### src/rtl/aux_ran_harvester.sv
// Entropy harvester behind the auxRanSet latch array: synchronise, strobe-sample, XOR-fold, assemble words.
// Define AUXRAN_VN_DEBIAS_EN to insert a von Neumann debiaser between the fold and the shifter.
module aux_ran_harvester #(
    parameter int N_BLOCKS    = 12,
    parameter int WORD_W      = 32,
    parameter int SYNC_STAGES = 2,
    parameter int SAMPLE_DIV  = 4,
    parameter int REP_LIMIT   = 32
) (
    input  logic                i_clock,
    input  logic                i_reset,
    input  logic                i_enb,
    input  logic [N_BLOCKS-1:0] i_block_Qs,
    output logic                o_src_enb,
    output logic [WORD_W-1:0]   o_word,
    output logic                o_valid,
    input  logic                i_ready,
    output logic                o_health_fail
);
    localparam int DIV_W = (SAMPLE_DIV > 1) ? $clog2(SAMPLE_DIV) : 1;
    localparam int REP_W = $clog2(REP_LIMIT + 1);
    localparam int CNT_W = $clog2(WORD_W + 1);

    logic [N_BLOCKS-1:0] sync_p [SYNC_STAGES];
    logic [N_BLOCKS-1:0] sync_q;
    logic [DIV_W-1:0]    samp_cnt;
    logic                active;
    logic                strobe;
    logic                s;
    logic [REP_W-1:0]    rep_cnt;
    logic [REP_W-1:0]    rep_nxt;
    logic                prev_s;
    logic                fail_set;
    logic                emit;
    logic                emit_bit;
    logic [WORD_W-1:0]   shift;
    logic [CNT_W-1:0]    bit_cnt;
    logic                take;
    logic                out_free;
    logic                word_full;

    // Stage: metastability synchroniser per raw latch bit
    always_ff @(posedge i_clock or posedge i_reset) begin
        if (i_reset) begin
            for (int i = 0; i < SYNC_STAGES; i++) sync_p[i] <= '0;
        end else begin
            sync_p[0] <= i_block_Qs;
            for (int i = 1; i < SYNC_STAGES; i++) sync_p[i] <= sync_p[i-1];
        end
    end

    assign sync_q = sync_p[SYNC_STAGES-1];
    assign active = i_enb & ~o_health_fail;
    assign strobe = active && (samp_cnt == DIV_W'(SAMPLE_DIV - 1));
    assign s      = ^sync_q;

    always_ff @(posedge i_clock or posedge i_reset) begin
        if (i_reset)                samp_cnt <= '0;
        else if (!active || strobe) samp_cnt <= '0;
        else                        samp_cnt <= samp_cnt + 1'b1;
    end

    // Stage: repetition-count health test on the raw folded samples
    always_comb begin
        rep_nxt = rep_cnt;
        if (!i_enb) begin
            rep_nxt = '0;
        end else if (strobe) begin
            if (rep_cnt != '0 && s == prev_s) rep_nxt = rep_cnt + 1'b1;
            else                              rep_nxt = REP_W'(1);
        end
    end

    assign fail_set = strobe && (rep_nxt == REP_W'(REP_LIMIT));

    always_ff @(posedge i_clock or posedge i_reset) begin
        if (i_reset) begin
            rep_cnt       <= '0;
            prev_s        <= 1'b0;
            o_health_fail <= 1'b0;
            o_src_enb     <= 1'b0;
        end else begin
            rep_cnt <= rep_nxt;
            if (strobe)   prev_s        <= s;
            if (fail_set) o_health_fail <= 1'b1;
            o_src_enb <= i_enb & ~(o_health_fail | fail_set);
        end
    end

    // Stage: optional von Neumann debiaser
`ifdef AUXRAN_VN_DEBIAS_EN
    typedef enum logic {EMPTY, HAVE_FIRST} vn_state_t;
    vn_state_t vn_state;
    vn_state_t vn_next;
    logic      first_bit;

    always_ff @(posedge i_clock or posedge i_reset) begin
        if (i_reset) begin
            vn_state  <= EMPTY;
            first_bit <= 1'b0;
        end else begin
            vn_state <= vn_next;
            if (strobe && vn_state == EMPTY) first_bit <= s;
        end
    end

    // A pair (0,1) yields 0 and (1,0) yields 1, i.e. the first bit of an unequal pair.
    always_comb begin
        vn_next  = vn_state;
        emit     = 1'b0;
        emit_bit = first_bit;
        if (!active || fail_set) begin
            vn_next = EMPTY;
        end else if (strobe) begin
            if (vn_state == EMPTY) begin
                vn_next = HAVE_FIRST;
            end else begin
                vn_next = EMPTY;
                emit    = (first_bit != s);
            end
        end
    end
`else
    assign emit     = strobe;
    assign emit_bit = s;
`endif

    // Stage: word shifter and valid/ready output register
    assign take      = o_valid & i_ready;
    assign out_free  = ~o_valid | take;
    assign word_full = (bit_cnt == CNT_W'(WORD_W));

    always_ff @(posedge i_clock or posedge i_reset) begin
        if (i_reset) begin
            shift   <= '0;
            bit_cnt <= '0;
            o_word  <= '0;
            o_valid <= 1'b0;
        end else if (o_health_fail || fail_set) begin
            shift   <= '0;
            bit_cnt <= '0;
            o_valid <= 1'b0;
        end else begin
            if (word_full && out_free) begin
                o_word  <= shift;
                o_valid <= 1'b1;
            end else if (take) begin
                o_valid <= 1'b0;
            end

            // A bit emitted in the cycle the full word moves out starts the next word.
            if (!i_enb) begin
                shift   <= '0;
                bit_cnt <= '0;
            end else if (word_full) begin
                if (out_free) begin
                    if (emit) shift <= {shift[WORD_W-2:0], emit_bit};
                    bit_cnt <= emit ? CNT_W'(1) : '0;
                end
            end else if (emit) begin
                shift   <= {shift[WORD_W-2:0], emit_bit};
                bit_cnt <= bit_cnt + 1'b1;
            end
        end
    end

endmodule
### config.mk
export PLATFORM = sky130hd
export DESIGN_NAME = aux_ran_harvester
export DESIGN_NICKNAME = d
export VERILOG_FILES = /design/src/rtl/aux_ran_harvester.sv
export SDC_FILE = /design/constraint.sdc
export NUM_CORES = 1
export LEC_CHECK = 0
export BUFFER_PORTS_ARGS = -buffer_cell sky130_fd_sc_hd__clkbuf_2
export CAP_MARGIN = 20
export CORE_MARGIN = 3
export CORE_UTILIZATION = 62
export DETAILED_ROUTE_END_ITERATION = 12
export GPL_TIMING_DRIVEN = 0
export PLACE_DENSITY = 0.89
export SETUP_SLACK_MARGIN = 0.4
export SKIP_CTS_REPAIR_TIMING = 1
export SYNTH_ARGS = -nofsm -noshare
export SYNTH_HDL_FRONTEND = slang
export SYNTH_SLANG_ARGS = --single-unit
export TNS_END_PERCENT = 10
### constraint.sdc
create_clock -name i_clock -period 6.44 [get_ports i_clock]
set_input_delay 0.966 -clock i_clock [delete_from_list [all_inputs] [get_ports i_clock]]
set_output_delay 0.966 -clock i_clock [all_outputs]
set_load 0.05 [all_outputs]
# ---- Yosys cells after proc, flatten, opt, wreduce, memory -nomap -nowiden
# Index checks and enable logic that the tools add are counted.
dict set report totals {
  reg_bits 106
  latchBits 0
  mem_bits_rw 0
  mem_bits_ro 0
  in_bits 16
  memories 0
}
dict set report op_classes {
  add_sub_neg 3
  multipliers 0
  div_mod_pow 0
  order_cmp 0
  n_eq_ne 6
  n_shift 0
  n_mux 18
  n_bitwise 9
  reduce_logical 12
}
# cell count
set op_table {}
lappend op_table {{32-bit two-way mux} 5}
lappend op_table {{6-bit two-way mux} 8}
lappend op_table {{6-bit by 1-bit adder with 6-bit output (second input constant)} 2}
lappend op_table {{6-bit == test (second input constant)} 2}
lappend op_table {{12-bit parity} 1}
lappend op_table {{6-bit nonzero test} 1}
lappend op_table {{1-bit logical AND} 4}
lappend op_table {{1-bit two-way mux} 4}
lappend op_table {{4-bit by 1-bit inequality test with 1-bit output (second input constant)} 1}
lappend op_table {{4-bit by 3-bit inequality test with 1-bit output (second input constant)} 1}
lappend op_table {{1-bit NOT} 4}
lappend op_table {{2-bit AND reduction} 2}
lappend op_table {{1-bit AND} 3}
lappend op_table {{3-bit nonzero test} 1}
lappend op_table {{2-bit by 1-bit adder with 2-bit output (second input constant)} 1}
lappend op_table {{2-bit == test (second input constant)} 1}
lappend op_table {{1-bit logical OR} 2}
lappend op_table {{2-bit two-way mux} 1}
lappend op_table {{1-bit bitwise OR} 2}
lappend op_table {{1-bit == test} 1}
lappend op_table {{1-bit zero test} 1}

# ---- Logic depth before layout (Yosys ltp)
# Gate-level depths: netlist of run 1.
dict set report logic_depth {
  depth_word 11
  depth_mapped 10
}

# ---- Least setup slack after synthesis of run 1
# Ideal clock, no wire load.
dict set report synth_path {
  kind {input to register}
  startpoint {input port i_enb}
  endpoint {register o_word[0]}
  setup_ps 125
  arrival_ps 2833
  t_required_ps 6315
  slack_ps 3482
  path_stages 8
  path_buffers 2
  cell_sequence {nand3b_1 > nor3_1 > xnor2_1 > nor4_4 > or4_1 > buf_6 > buf_12 > mux2_4}
}
dict set report synth_via {
  elab_chain_len 9
}
# element line_no
set synth_lines {}
lappend synth_lines {{start, declared} 12} ;# input logic i_enb,
lappend synth_lines {{1-bit AND} 53} ;# assign active = i_enb & ~o_health_fail;
lappend synth_lines {{1-bit logical AND} 54} ;# assign strobe = active && (samp_cnt == DIV_W'(SAMPLE_DIV - 1));
lappend synth_lines {{6-bit two-way mux} 68} ;# end else if (strobe) begin
lappend synth_lines {{6-bit two-way mux} 66} ;# if (!i_enb) begin
lappend synth_lines {{6-bit == test} 74} ;# assign fail_set = strobe && (rep_nxt == REP_W'(REP_LIMIT));
lappend synth_lines {{1-bit logical AND *} 74}
lappend synth_lines {{1-bit logical OR *} 139} ;# end else if (o_health_fail || fail_set) begin
lappend synth_lines {{1-bit NOT (no line) *} -}
lappend synth_lines {{2-bit AND reduction (no line) *} -}
lappend synth_lines {{end signal, assigned} 145} ;# o_word <= shift;
lappend synth_lines {{end, declared} 15} ;# output logic [WORD_W-1:0] o_word,
# Every way passes the cells marked *; elsewhere a longest branch is shown, timed or not.
# A chain may end at the register's enable or synchronous reset.

# ---- Worst setup path after layout of run 1
dict set report layout_path {
  startpoint {input port i_enb}
  endpoint {register shift[7]}
}
dict set report layout_via {
  elab_chain_len 8
  elab_cells_between_ends 13
  classes_between {2 x eq/ne; 7 x mux; 1 x bitwise; 3 x reduce/logical}
}
# element line_no
set layout_lines {}
lappend layout_lines {{1-bit AND} 53}
lappend layout_lines {{1-bit logical AND} 54}
lappend layout_lines {{6-bit two-way mux} 68}
lappend layout_lines {{6-bit two-way mux} 66}
lappend layout_lines {{6-bit == test} 74}
lappend layout_lines {{1-bit logical AND} 74}
lappend layout_lines {{1-bit logical OR} 139}
lappend layout_lines {{4-bit by 3-bit inequality test with 1-bit output (no line) or 32-bit two-way mux (tied branches)} -}
lappend layout_lines {{end signal, assigned} 157} ;# if (emit) shift <= {shift[WORD_W-2:0], emit_bit};
lappend layout_lines {{end signal, assigned} 161} ;# shift <= {shift[WORD_W-2:0], emit_bit};
lappend layout_lines {{end, declared} 36} ;# logic [WORD_W-1:0] shift;
# Parallel ways exist; a longest one is shown, timed or not. The select of a mux whose other input is x is not followed.

==> results of run 1 <==
## layout make-up
cell class | count | area share [%]
Buffer | 12 | 2.07
Tap cell | 77 | 1.97
Clock inverter | 6 | 1.91
Timing Repair Buffer | 51 | 5.67
Clock buffer | 10 | 2.81
Sequential cell | 106 | 54.1
Multi-Input combinational cell | 170 | 30.8
Inverter | 8 | 0.664
## Yosys cell counts (5+ instances only)
cell type	number	area, µm²
nand2b_1	5	31.3
ha_1	5	62.6
inv_1	8	30.0
dfrtp_1	106	2650
nor3_1	8	40.0
mux2_4	30	450
a21oi_1	6	30.0
clkbuf_1	8	30.0
a22o_1	32	280
nor2_1	13	48.8
xnor2_1	13	114
nand3_1	9	45.0
nand2_1	10	37.5
## flip-flops by register name (all words and copies together), names as in the netlist
| register | count |
|---|---|
| bit_cnt | 6 |
| o_health_fail | 1 |
| o_src_enb | 1 |
| o_valid | 1 |
| o_word | 32 |
| prev_s | 1 |
| rep_cnt | 6 |
| samp_cnt | 2 |
| shift | 32 |
| sync_p | 12 |
| sync_q | 12 |
## report_power, final
part / switching (W) / total, W / internal [W]
Clock: 0.000228 / 0.000462 / 0.000234
Combinational: 0.000152 / 0.000266 / 0.000114
Sequential: 0.0000244 / 0.000725 / 0.000700
## cells by family (layout without fill, tap and decap cells)
family | count (synthesis) | count (layout) | share of synthesized area [%]
DFF | 106 | 106 | 61.8
AOI/OAI and AO/OA | 56 | 56 | 10.7
and+or+nand+nor | 60 | 60 | 7.72
buffers and inverters | 20 | 87 | 3.06
muxes | 32 | 32 | 11.0
xor gates and xnor gates | 17 | 17 | 4.28
adders and majority gates | 5 | 5 | 1.46
## worst max-delay path: stages
cell      delay (ns)
clkbuf_2        0.18
nand3b_1        0.18
o21a_1          0.22
o21ai_0         0.24
nand2_1         0.19
o41ai_4         0.54
o21ai_1         0.27
clkbuf_1        0.29
a22o_1          0.26
## worst max-delay path by stage
stage / start / slack [ns] / to
after floorplan: i_reset / 2.69 / bit_cnt[0]
after global placement: i_reset / 1.75 / o_word[30]
after detailed placement: i_enb / 3.06 / shift[24]
after CTS: i_enb / 3.40 / shift[7]
after global routing: i_enb / 3.19 / shift[7]
final: i_enb / 3.36 / shift[7]
## metrics by stage
stage / hold WS (ns) / instance area, µm² / setup WS, ns / cells
6_report: 0.357 / 4900 / 3.36 / 440
3_5_place_dp: 0.336 / 4670 / 3.06 / 424
3_3_place_gp: 0.333 / 4640 / 1.75 / 423
5_1_grt: 0.363 / 4900 / 3.19 / 440
2_1_floorplan: 0.331 / 4290 / 2.69 / 296
4_1_cts: 0.360 / 4900 / 3.40 / 440
## metal layers
metal | track usage, % | wire [µm] | up-vias
li1 | - | - | 1174
met1 | 29.6 | 3460 | 1334
met2 | 32.2 | 3800 | 67
met3 | 5.81 | 369 | 17
met4 | 7.98 | 187 | 0
met5 | 0 | 0 | -
==> summary.md, run 1 <==
| Metric | Value |
|---|---|
| N_diodes | 0 |
| Syn avg cell area | 14.5 µm² |
| First drt pass iteration count | 4 |
| Critical path endpoint category | register |
| Fillers | 376 |
| Initial antenna violation count | 0 |
| Gp weighted congestion | 0.855 |
| GRT Util Overall | 21.2% |
| Worst reg-to-reg path cell count | 9 |
| Startpoint Class | input pin |
| Slew margin rel. | 57.5% |
| Total core area | 0.00653 mm² |
| Routed vias | 2592 |
| Residual DRC | 0 |
| Fraction of registers with async set/reset | 100% |
| Die area | 0.00796 mm² |
| ANT nets after route | 0 |
| Die height | 89.2 µm |
| Path type of the worst min-delay path | register to register |
| Most frequent cells in the layout | dfrtp_1 (106), clkbuf_2 (50), a22o_1 (32) |
| Layout cells sized above 1 | 32.8% |
| Peak VDD IR | 0.235 mV |
| Tcrit/Tclk final | 47.8% |
| Grt ovf | 0 |
| # IOs | 51 |
| Clock latency on the worst-skew pair | 0.36 ns |
| Static leakage | 2.49 nW |
| Setup_tns | 0 ns |
| Min-Delay Startpoint | sync_p[16] |
| Clock Tree Buf Depth | 2 |
| Seq/Total Area, Yosys | 61.8% |
| Slew Viols, Final | 0 |
| Worst Hold End | sync_q[4] |
| Crit path time final | 3.08 ns |
| Total power | 0.00145 W |
| CTS tree | done |
| Final #Nets | 379 |
| Crit Path Class | input pin to register |
| Net Count, Synth | 317 |
| Average wire per standard cell | 17.8 µm |
| Number of global-route vias before repair | 2569 |
| FF-to-FF End | o_word[13] |
| 1st-iter DRT viols | 157 |
| Fmax | 325 MHz |
| Crit-path max FO | 10 |
| Core Util, Final | 75.1% |
| Vias per cell | 5.89 |
| Setup violations, final | 0 |
| Clock tree sinks | 106 |
| Clock Pin Slew Worst Setup and Hold Paths | 0.10 ns |
| Most common cell after layout, fill and taps aside | dfrtp_1 |
| Buffers added on ports | 50 |
| Routed WL | 7820 µm |
| RSZ-0062 raised after global routing | no |
| Max Clock Skew | 0.00697 ns |
| Std-Cell Rows | 29 |
| CP Data Required Time | 6.69 ns |
| Status | complete, no violations |
| Yosys reg bits | 106 |
| Area of the multi-input gates | 0.00151 mm² |
| Post-synth EDFFs | 0 |
| Distinct cells, synth | 42 |
| Gate Count Post-Synth | 296 |
| Post-Synthesis Cell Area | 0.00429 mm² |
| Worst Hold Depth | 0 |
| Final hold viol count | 0 |
| Pwr dens | 296 mW/mm² |
| Max Cap Violations | 0 |
| Synthesis-to-layout area growth | 14.2% |
| Top FF cell, synth | dfrtp_1 |
| Die Wd | 89.2 µm |
| Register area | 0.00265 mm² |
| FF-to-FF setup slack | 3.53 ns |
| Worst-Margin Slew | 0.632 ns |
| H-Tree Depth | 3 |
| Clk root buf | clkbuf_8 |
| WP data arrival | 3.33 ns |
| Yosys warning total | 0 |
| First-pass GRT wire length | 12600 µm |
| R2R Path Start | samp_cnt[0] |
| CTS Buf Count | 9 |
| DPL Wire Length | 5100 µm |
| Largest net degree at the start of global routing | 76 |
| Initial Utilization | 65.7% |
(Power assumes the default switching activity.)
==> run 2, diff against run 1 <==
- CORE_UTILIZATION: 62 -> 57
- PLACE_DENSITY: 0.89 -> 0.83
- clock period: 6.44 -> 3 ns (I/O delays scaled with it)
==> summary.md, run 2 (synthesis results as in run 1) <==
| Metric | Value |
|---|---|
| Status | complete, no violations |
| Static leakage | 2.57 nW (+3.0%) |
| Core Util, Final | 69.0% (-6.1 points) |
| N_diodes | 0 (unchanged) |
| Path type of the worst min-delay path | input pin to asynchronous set/reset pin |
| RSZ-0062 raised after global routing | yes |
| Gp weighted congestion | 0.837 (-2.1%) |
| Tcrit/Tclk final | 89.9% |
| Initial antenna violation count | 0 (unchanged) |
| Max Clock Skew | 0.0128 ns (+0.00581 ns) |
| First-pass GRT wire length | 12300 µm (-2.6%) |
| CP Data Required Time | 3.25 ns (-3.44 ns) |
| Vias per cell | 5.45 (-7.5%) |
| DPL Wire Length | 5020 µm (-1.6%) |
| Fmax | 371 MHz |
| Crit path time final | 2.70 ns |
| 1st-iter DRT viols | 130 (-17%) |
| ANT nets after route | 0 (unchanged) |
| Crit-path max FO | 10 (unchanged) |
| Fillers | 508 (+35%) |
| Routed WL | 7610 µm (-2.7%) |
| CTS Buf Count | 9 (unchanged) |
| Most common cell after layout, fill and taps aside | dfrtp_1 |
| Routed vias | 2562 (-1.2%) |
| Clock latency on the worst-skew pair | 0.37 ns (about the same) |
| Average wire per standard cell | 16.2 µm (-9.0%) |
| Clk root buf | clkbuf_8 |
| Most frequent cells in the layout | dfrtp_1 (106), clkbuf_2 (53), a22o_1 (32) |
| Worst-Margin Slew | 0.595 ns (-0.0369 ns) |
| Die height | 92.8 µm (+4.0%) |
| GRT Util Overall | 18.4% (-2.9 points) |
| Buffers added on ports | 50 (unchanged) |
| Initial Utilization | 58.9% (-6.9 points) |
| Setup violations, final | 0 (unchanged) |
| Max Cap Violations | 0 (unchanged) |
| Number of global-route vias before repair | 2522 (-1.8%) |
| Hold WS | 0.126 ns (-0.230 ns) |
| Synthesis-to-layout area growth | 17.1% |
| Clock Tree Buf Depth | 2 (unchanged) |
| Die Wd | 92.8 µm (+4.0%) |
| Worst reg-to-reg path cell count | 9 (unchanged) |
| Largest regs | o_word x32, shift x32 |
| First drt pass iteration count | 4 (unchanged) |
| Total core area | 0.00729 mm² (+12%) |
| Setup_tns | 0 ns (unchanged) |
| H-Tree Depth | 3 (unchanged) |
| Std-Cell Rows | 31 (+6.9%) |
| Die area | 0.00861 mm² (+8.2%) |
| Slew margin rel. | 60.2% (+2.7 points) |
| Clock tree sinks | 106 (unchanged) |
| WP data arrival | 2.95 ns (-0.38 ns) |
| Pwr dens | 592 mW/mm² (+100%) |
| Residual DRC | 0 (unchanged) |
| Dpl ws | 0.0863 ns (-2.97 ns) |
| Grt ovf | 0 (unchanged) |
| Min setup slack post-route | 0.303 ns (-3.06 ns) |
| Slew Viols, Final | 0 (unchanged) |
| Peak VDD IR | 0.454 mV (+93%) |
| CTS tree | done |
| Clock Pin Slew Worst Setup and Hold Paths | 0.10 ns (about the same) |
| Startpoint Class | register |
| Layout cells sized above 1 | 38.8% (+6.0 points) |
| Critical path endpoint category | register |
| # IOs | 51 (unchanged) |
| Final hold viol count | 0 (unchanged) |
| Final #Nets | 388 (+2.4%) |
| Largest net degree at the start of global routing | 42 (-45%) |
| Crit Path Class | register to register |
[run 2: changes by cell type in the layout (fill, tap and decap cells not counted), moves of 2 or more]
cell and delta:
clkbuf_2 +3, inv_6 -2, o21ai_2 +2, xnor2_2 +4, nor3_1 -3, bufinv_16 -2, nor3_2 +3, clkinv_4 +2
xnor2_1 -4, clkbuf_1 -6, buf_4 +8, buf_12 +2
[run 2: report_power, final]
| part | switching (W) | internal (W) |
|---|---|---|
| Sequential | 0.0000521 | 0.00150 |
| Combinational | 0.000330 | 0.000287 |
| Clock | 0.000496 | 0.000308 |
| Total | 0.000878 | 0.00210 |
[run 2: layout make-up]
class	instances	area, µm²	share of cell area, %
buffer	12	121	2.41
clock buffer	9	124	2.46
clock inverter	6	50.0	0.995
inverter	8	33.8	0.672
multi-input combinational	170	1570	31.2
sequential	106	2650	52.7
tap	99	124	2.46
timing repair buffer	60	354	7.04
[run 2: metal layers]
| layer | wire, µm | part of all wire, % | GRT usage, % | vias up |
|---|---|---|---|---|
| met5 | 0 | 0 | 0 | - |
| met4 | 138 | 1.8 | 8.55 | 0 |
| met3 | 350 | 4.6 | 4.31 | 12 |
| met2 | 3590 | 47 | 26.9 | 68 |
| met1 | 3530 | 46 | 26.1 | 1287 |
| li1 | - | - | - | 1195 |
[run 2: critical path, cell delays in order (launching register included)]
cell and delay (ns):
dfrtp_1 0.41, xnor2_2 0.22, xnor3_1 0.35, xnor3_1 0.26
nand2b_4 0.18, nor4_4 0.06, or4_4 0.51, buf_8 0.16
buf_12 0.14, mux2_4 0.29
[run 2: per-stage QoR]
stage / power [W] / instance area, µm² / cells
finish: 0.00298 / 5030 / 470
global route: 0.00310 / 5030 / 470
CTS: 0.00294 / 4890 / 462
global placement: 0.00212 / 4670 / 445
detailed placement: 0.00214 / 4710 / 447
floorplan: 0.00203 / 4300 / 296
[run 2: final timing paths]
| kind | from | to | slack, ns |
|---|---|---|---|
| max in group asynchronous | i_reset | o_word[11] | 2.03 |
| worst max register to register | sync_q[11] | o_word[11] | 0.30 |
| worst max-delay path | sync_q[11] | o_word[11] | 0.30 |
| min in group i_clock | i_block_Qs[6] | sync_p[18] | 0.18 |
| worst min register to register | sync_p[13] | sync_q[1] | 0.35 |
| worst min-delay path | i_reset | sync_q[10] | 0.13 |
